[src/rtl/fetch_predict_unit.sv]
`default_nettype none
// +--------------------------------------------------------------------------+
// | fetch_predict_unit: dual-issue fetch with gshare + BTB prediction         |
// | Revision: 1.0                                                            |
// +--------------------------------------------------------------------------+
module fetch_predict_unit #(
  parameter logic [7:0] RESET_PC = 8'd0
) (
  input  logic        clk,
  input  logic        rst,
  input  logic        stall,
  output logic [7:0]  imem_addr0,
  output logic [7:0]  imem_addr1,
  input  logic [31:0] imem_data0,
  input  logic [31:0] imem_data1,
  input  logic        redirect_valid,
  input  logic [7:0]  redirect_pc,
  input  logic [4:0]  redirect_ghr,
  input  logic        upd_valid,
  input  logic [7:0]  upd_pc,
  input  logic [4:0]  upd_ghr,
  input  logic        upd_taken,
  input  logic [7:0]  upd_target,
  output logic [31:0] first_F,
  output logic [31:0] second_F,
  output logic        first_branch_F,
  output logic        second_branch_F,
  output logic        first_prediction_F,
  output logic        second_prediction_F,
  output logic [7:0]  first_target_addr_F,
  output logic [7:0]  second_target_addr_F,
  output logic [7:0]  first_next_addr_F,
  output logic [7:0]  second_next_addr_F,
  output logic [4:0]  ghr_F,
  output logic        second_flush
);

  localparam int PHT_DEPTH = 32;
  localparam int BTB_DEPTH = 16;
  localparam logic [1:0] PHT_INIT = 2'b01;

  logic [7:0] pc;
  logic [4:0] ghr;
  logic [1:0] pht        [PHT_DEPTH];
  logic       btb_valid  [BTB_DEPTH];
  logic [3:0] btb_tag    [BTB_DEPTH];
  logic [7:0] btb_target [BTB_DEPTH];

  logic [7:0] pc1, pc2;
  logic       hit0, hit1, pred0, pred1;
  logic [7:0] tgt0, tgt1;
  logic [4:0] pht_idx0, pht_idx1, upd_idx;
  logic [7:0] next_pc;
  logic [4:0] next_ghr;

  assign pc1 = pc + 8'd1;
  assign pc2 = pc + 8'd2;
  assign imem_addr0 = pc;
  assign imem_addr1 = pc1;

  // Both slots index the PHT with the unshifted GHR
  assign pht_idx0 = pc[4:0] ^ ghr;
  assign pht_idx1 = pc1[4:0] ^ ghr;
  assign upd_idx  = upd_pc[4:0] ^ upd_ghr;

  always_comb begin
    hit0  = btb_valid[pc[3:0]] && (btb_tag[pc[3:0]] == pc[7:4]);
    hit1  = btb_valid[pc1[3:0]] && (btb_tag[pc1[3:0]] == pc1[7:4]);
    pred0 = hit0 && pht[pht_idx0][1];
    pred1 = hit1 && pht[pht_idx1][1];
    tgt0  = hit0 ? btb_target[pc[3:0]] : 8'd0;
    tgt1  = hit1 ? btb_target[pc1[3:0]] : 8'd0;
  end

  always_comb begin
    next_pc = pc2;
    if (pred0)
      next_pc = tgt0;
    else if (pred1)
      next_pc = tgt1;
  end

  // A not-taken slot-1 branch shifts in 0 before slot 2's outcome
  always_comb begin
    next_ghr = ghr;
    if (pred0)
      next_ghr = {ghr[3:0], 1'b1};
    else if (hit0)
      next_ghr = hit1 ? {ghr[2:0], 1'b0, pred1} : {ghr[3:0], 1'b0};
    else if (hit1)
      next_ghr = {ghr[3:0], pred1};
  end

  always_ff @(posedge clk) begin
    if (rst) begin
      pc  <= RESET_PC;
      ghr <= 5'd0;
    end else if (redirect_valid) begin
      pc  <= redirect_pc;
      ghr <= redirect_ghr;
    end else if (!stall) begin
      pc  <= next_pc;
      ghr <= next_ghr;
    end
  end

  always_ff @(posedge clk) begin
    if (rst) begin
      for (int i = 0; i < PHT_DEPTH; i++)
        pht[i] <= PHT_INIT;
      for (int i = 0; i < BTB_DEPTH; i++) begin
        btb_valid[i]  <= 1'b0;
        btb_tag[i]    <= 4'd0;
        btb_target[i] <= 8'd0;
      end
    end else if (upd_valid) begin
      if (upd_taken) begin
        if (pht[upd_idx] != 2'b11)
          pht[upd_idx] <= pht[upd_idx] + 2'd1;
        btb_valid[upd_pc[3:0]]  <= 1'b1;
        btb_tag[upd_pc[3:0]]    <= upd_pc[7:4];
        btb_target[upd_pc[3:0]] <= upd_target;
      end else if (pht[upd_idx] != 2'b00) begin
        pht[upd_idx] <= pht[upd_idx] - 2'd1;
      end
    end
  end

  // The redirect cycle presents a NOP bundle with slot 2 squashed
  always_comb begin
    first_F              = imem_data0;
    second_F             = imem_data1;
    first_branch_F       = hit0;
    second_branch_F      = hit1;
    first_prediction_F   = pred0;
    second_prediction_F  = pred1;
    first_target_addr_F  = tgt0;
    second_target_addr_F = tgt1;
    first_next_addr_F    = pc1;
    second_next_addr_F   = pc2;
    second_flush         = pred0;
    if (redirect_valid) begin
      first_F              = 32'd0;
      second_F             = 32'd0;
      first_branch_F       = 1'b0;
      second_branch_F      = 1'b0;
      first_prediction_F   = 1'b0;
      second_prediction_F  = 1'b0;
      first_target_addr_F  = 8'd0;
      second_target_addr_F = 8'd0;
      first_next_addr_F    = 8'd0;
      second_next_addr_F   = 8'd0;
      second_flush         = 1'b1;
    end
  end

  assign ghr_F = ghr;

endmodule
`default_nettype wire

[config.mk]
export PLATFORM = sky130hd
export DESIGN_NAME = fetch_predict_unit
export DESIGN_NICKNAME = d
export VERILOG_FILES = /design/src/rtl/fetch_predict_unit.sv
export SDC_FILE = /design/constraint.sdc
export NUM_CORES = 1
export LEC_CHECK = 0
export BUFFER_PORTS_ARGS = -buffer_cell sky130_fd_sc_hd__buf_2
export CORE_MARGIN = 5
export CORE_UTILIZATION = 45
export DETAILED_ROUTE_END_ITERATION = 12
export PLACE_DENSITY = 0.65
export SYNTH_ARGS = -nofsm -noshare
export SYNTH_HDL_FRONTEND = slang
export SYNTH_SLANG_ARGS = --single-unit
[constraint.sdc]
create_clock -name clk -period 7.6 [get_ports clk]
set_input_delay 0.38 -clock clk [delete_from_list [all_inputs] [get_ports clk]]
set_output_delay 0.38 -clock clk [all_outputs]
set_load 0.01 [all_outputs]
Yosys cells after proc, flatten, opt, wreduce, memory -nomap -nowiden
Memory sizes are Yosys's and may differ from the RTL's. A register that Yosys moved wholly into a read port is not among the register bits.
Cells that the tools add are included.
{"block": "totals", "reg_bits": 13, "ramBits": 272, "inputBits": 104, "out_inout_bits": 122, "wordCells": 87, "memories": 4}
{"name": "btb_target", "words": 16, "width": 8, "rd": 2, "rd_ports_with_merged_regs": 1, "wr": 16, "line_no": "47", "text": "logic [7:0] btb_target [BTB_DEPTH];"}
{"name": "btb_tag", "words": 16, "width": 4, "rd": 2, "rd_ports_with_merged_regs": 1, "wr": 16, "line_no": "46", "text": "logic [3:0] btb_tag [BTB_DEPTH];"}
{"name": "pht", "words": 32, "width": 2, "rd": 3, "rd_ports_with_merged_regs": 0, "wr": 32, "line_no": "44", "text": "logic [1:0] pht [PHT_DEPTH];"}
{"name": "btb_valid", "words": 16, "width": 1, "rd": 2, "rd_ports_with_merged_regs": 1, "wr": 16, "line_no": "45", "text": "logic btb_valid [BTB_DEPTH];"}
{"block": "op_classes", "add_sub_neg": 4, "n_eq_ne": 4, "muxes": 58, "bitwise_logic": 4, "n_reduce_logical": 11}
{"op": "$mux 8", "n": 11}
{"op": "$mux 32", "n": 2}
{"op": "$mux 4", "n": 10}
{"op": "$mux 5", "n": 7}
{"op": "$mux 1", "n": 26}
{"op": "$xor 5x5->5", "n": 3}
{"op": "$add 8x1->8 const B", "n": 1}
{"op": "$add 8x2->8 const B", "n": 1}
{"op": "$eq 4x4->1", "n": 2}
{"op": "$reduce_or 8->1", "n": 1}
{"op": "$logic_and 1x1->1", "n": 4}
{"op": "$mux 2", "n": 2}
{"op": "$reduce_bool 4->1", "n": 1}
{"op": "$reduce_or 4->1", "n": 1}
{"op": "$add 2x1->2 const B", "n": 1}
{"op": "$ne 2x1->1 const B", "n": 1}
{"op": "$ne 2x2->1 const B", "n": 1}
{"op": "$reduce_and 2->1", "n": 1}
{"op": "$reduce_bool 2->1", "n": 1}
{"op": "$reduce_or 2->1", "n": 1}
{"op": "$sub 2x1->2 const B", "n": 1}
{"op": "$or 1x1->1", "n": 1}
{"op": "$reduce_or 1->1", "n": 1}

Depth between registers and ports, before layout
An unclocked memory read counts as a cell.
{"block": "depth", "ltp_word": 11, "depth_mapped": 12, "ltp_nobuf": 10}

Worst setup path after synthesis
No wires, ideal clock.
{"block": "synth_path", "path_type": "flip-flop to flip-flop", "start": "register pc[0], in the netlist imem_addr0[0]", "end": "register pc[7], in the netlist imem_addr0[7]", "setup_ns": 0.096, "arrival_time_ns": 3.687, "t_required_ns": 7.504, "path_slack_ns": 3.817, "stages_incl_launch_ff": 11, "path_buffers": 2, "period_less_slack_ns": 3.783, "cell_sequence": "dfxtp_1 > ha_1 > buf_2 > xor2_1 > mux4_1 > mux2_2 > mux4_2 > and3_4 > buf_6 > mux2_4 > o41ai_2"}
{"block": "synth_via", "elab_chain_cells": 9, "elab_cells_between_ends": 17, "classes_between": "add/sub: 2; eq/ne: 1; mux: 5; bitwise: 2; reduce/logical: 3; memory: 4"}
{"item": "from (decl)", "line_no": "42", "text": "logic [7:0] pc;"}
{"item": "from (signal assigned)", "line_no": "99", "text": "pc <= redirect_pc;"}
{"item": "from (signal assigned)", "line_no": "102", "text": "pc <= next_pc;"}
{"item": "$add 8x1->8 *", "line_no": "56", "text": "assign pc1 = pc + 8'd1;"}
{"item": "via imem_addr1[1]", "line_no": "13", "text": "output logic [7:0] imem_addr1,"}
{"item": "$mem_v2 16x4"}
{"item": "$eq 4x4->1", "line_no": "68", "text": "hit1 = btb_valid[pc1[3:0]] && (btb_tag[pc1[3:0]] == pc1[7:4]);"}
{"item": "$logic_and 1x1->1", "line_no": "68"}
{"item": "$mux 8 / $logic_and 1x1->1 (equally long branches)", "line_no": "72, 70"}
{"item": "$mux 8 *", "line_no": "79", "text": "else if (pred1)"}
{"item": "$mux 8 *", "line_no": "77", "text": "if (pred0)"}
{"item": "$mux 8 *", "line_no": "101", "text": "end else if (!stall) begin"}
{"item": "$mux 8 *", "line_no": "98", "text": "end else if (redirect_valid) begin"}
The timed path passes the listed nets; every way through them passes the cells marked *. The select of a mux whose other input is x is not followed.
A chain may end at the register's enable or synchronous reset.

==> metrics.yaml <==
layout:
  drive_gt1_frac: 0.3101
  syn_to_final_growth_pct: 15.11
  final_area_um2: 19550
  final_cells: 2046
  nets: 1604
  final_cell_mix: "edfxtp_1, buf_2, and2_1"
  layout_commonest_cell: "edfxtp_1"
setup_path:
  crit_path_end_kind: "primary output"
  path_cells: "buf_4 > mux4_2 > mux4_2 > xnor2_1 > nand4b_1 > a211oi_2 > nand2_1 > inv_1 > buf_2"
  path_max_fanout: 30
  reg2regPathDepth: 9
  worstSetupPathType: "flop to primary output"
  critPathSlowestCell: "dfxtp_2"
  worstPathArrival_ps: 4610
  critPathMostFrequentCell: "mux4_2"
  start_kind: "flop"
  r2r_slack_ps: 3300
  critPathMaxStageDelay_ps: 840
  worstPathRequired_ps: 7220
placed_design:
  dp_hpwl_um: 40960
  place.gp.congestion: 0.9368
  place_inst: 1977
  post_dp_cell_area_um2: 18510
  portBuffers: 225
  pre_cts_ws_ps: 3218
sta:
  drv_slew: 0
  skew_ps: 25.48
  fin_crit_ps: 4985
  grt_setup_unrepaired: "false"
  hold_violations: 0
  worst_pin_slew_ps: 1153
  setup_viol: 0
  max_slew_margin: 0.2283
  finalWorstSetupSlack_ps: 2615
  worst_hold_slack_ps: 174.3
  max_freq_mhz: 200.6
  tns_ps: 0
  finalCritPeriodShare: 0.6560
power:
  p_comb_frac: 0.203
  clock_power_share: 0.356
  p_sw_uw: 1227
  p_leak_uw: 0.007269
  seqPwrFrac: 0.441
  sw_frac_of_total: 0.2878
  power.density_nw_per_um2: 218.1
  vdd_drop_max_uv: 197.2
  cellInternalPower_uw: 3036
floorplanning:
  dieWidth_um: 204.3
  dieArea_um2: 41720
  dieHeight_um: 204.3
  num_rows: 71
  io_pins: 226
  start_util: 0.4529
  core_um2: 37490
routing:
  ant_nets: 0
  drt-vias-per-instance: 6.109
  via_count: 12498
  routedWlPerCell_um: 27.35
  drc: 0
  wirelength_um: 55970
  first_pass_iters: 5
  drt_iter0_markers: 1846
yosys:
  syn-cell-area_um2: 16980
  yosysWarnings: 0
  synth_area_per_cell_um2: 12.77
  ys_seq_area_frac: 0.4916
  synth_nets: 1436
  ys_seq_elements: 289
  synth_ff_type: "edfxtp_1"
  synth_edf_count: 256
  synth_cells: 1330
  synth.distinct_cells: 64
  async_reset_ff_frac: 0
clocking:
  clkSinkCount: 289
  clk_latency_ps: 590
  cts_tree: "yes"
  cts.root.buffer_cell: "clkbuf_16"
  cts.hold.buffers_added: 0
  post_cts_buffers: 0
  cts_resized: 0
  cts_max_level: 1
  clk_pin_slew_worst_paths_ps: 60
  clockBufferDepth: 3
  cts_buffers: 30
global_route:
  grt_pass1_wl_um: 81570
  antenna_found_initial: 15
  grt_pass1_vias: 11999
  grt_overflow: 0
  grt_max_degree: 102
  grt.total_usage: 0.2635
worst_hold_path:
  min_from: "redirect_ghr[1]"
  min_path_cells: 3
  whs_endpoint: "ghr_F[1]"
  min_path_type: "input port to flop"
flow_run:
  drv_cap: 0
run_status:
  outcome: "completed"
[sequential cells by signal (all words and copies together) (netlist names), named ones only]
signal	count
btb_valid	16
btb_tag	64
ghr_F	5
pht	64
imem_addr0	8
btb_target	128
[worst max-delay path, delay by kind of cell, from the launching register on]
family	cells	cell delay [ps]
XOR/XNOR	1	160
multiplexers	2	900
buffers and inverters	3	830
AND/OR/NAND/NOR	2	440
AO/OA/AOI/OAI	1	790
flip-flops	1	840
[per-stage QoR]
step	util	power, µW
2_1_floorplan	-	2459
3_3_place_gp	0.4937	2751
3_5_place_dp	0.4937	2763
4_1_cts	0.5205	4265
5_1_grt	0.5213	4396
6_report	0.5214	4263
[final cells by class]
type                    count  area (µm²)
inverters                  14       52.55
fillers                  3199       17940
multi-input cells         915        8160
clock inverters            23       244.0
clock buffers              33       762.0
flip-flops and latches    289        8354
repair buffers            248        1301
well taps                 511       639.4
diodes                     13       32.53
[synthesized netlist by cell type, drive strengths merged (4+ instances only)]
master	n	share of area
edfxtp	256	0.45
nor4	22	0.0090
buf	41	0.012
and3	14	0.0055
mux4	149	0.20
clkbuf	71	0.016
xnor2	17	0.0092
a211oi	4	0.0018
mux2i	19	0.011
or2	5	0.0018
a211o	4	0.0021
nor3	30	0.0088
o21ai	17	0.0050
nor2b	74	0.027
and2	205	0.076
o221ai	4	0.0021
mux2	13	0.0088
nand2b	7	0.0026
nor3b	5	0.0028
o22ai	9	0.0033
nand3	64	0.019
dfxtp	33	0.039
a21o	18	0.0080
nand3b	4	0.0018
inv	14	0.0031
a21oi	11	0.0032
nand2	109	0.024
xor2	20	0.013
nor2	54	0.012
o211a	4	0.0024
[logic make-up (layout without fill, tap and decap cells)]
family,count (synthesis),in the layout,synth area share
muxes,181,181,0.2208
adders and majority gates,2,2,0.001473
and+or+nand+nor,598,598,0.1922
xor gates and xnor gates,37,37,0.02174
other,0,13,0
buffers and inverters,126,318,0.03102
AOI/OAI and AO/OA,97,97,0.04119
DFF,289,289,0.4916
[routing by layer]
metal / up-vias / routed length (µm) / global-route usage
met5: - / 21 / 0
met3: 121 / 6691 / 0.07188
met2: 829 / 25370 / 0.4007
li1: 5376 / - / -
met4: 4 / 2568 / 0.1175
met1: 6168 / 21320 / 0.3573
[worst max-delay path by stage]
stage,startpoint,to
after floorplan,imem_addr0[0],imem_addr0[7]
after global placement,imem_addr0[1],second_target_addr_F[4]
after detailed placement,imem_addr0[1],second_target_addr_F[4]
after CTS,imem_addr0[1],second_target_addr_F[4]
after global routing,imem_addr0[1],second_target_addr_F[4]
final,flop,first_prediction_F
[power groups by stage]
| stage | Sequential, µW | Combinational [µW] | Clock, µW |
|---|---|---|---|
| 2_1_floorplan | 1860 | 595 | 0 |
| 3_3_place_gp | 1900 | 847 | 0 |
| 3_5_place_dp | 1910 | 853 | 0 |
| 4_1_cts | 1880 | 858 | 1530 |
| 5_1_grt | 1890 | 916 | 1590 |
| 6_report | 1880 | 867 | 1520 |
Note: power is estimated with default switching activity, not from simulation.
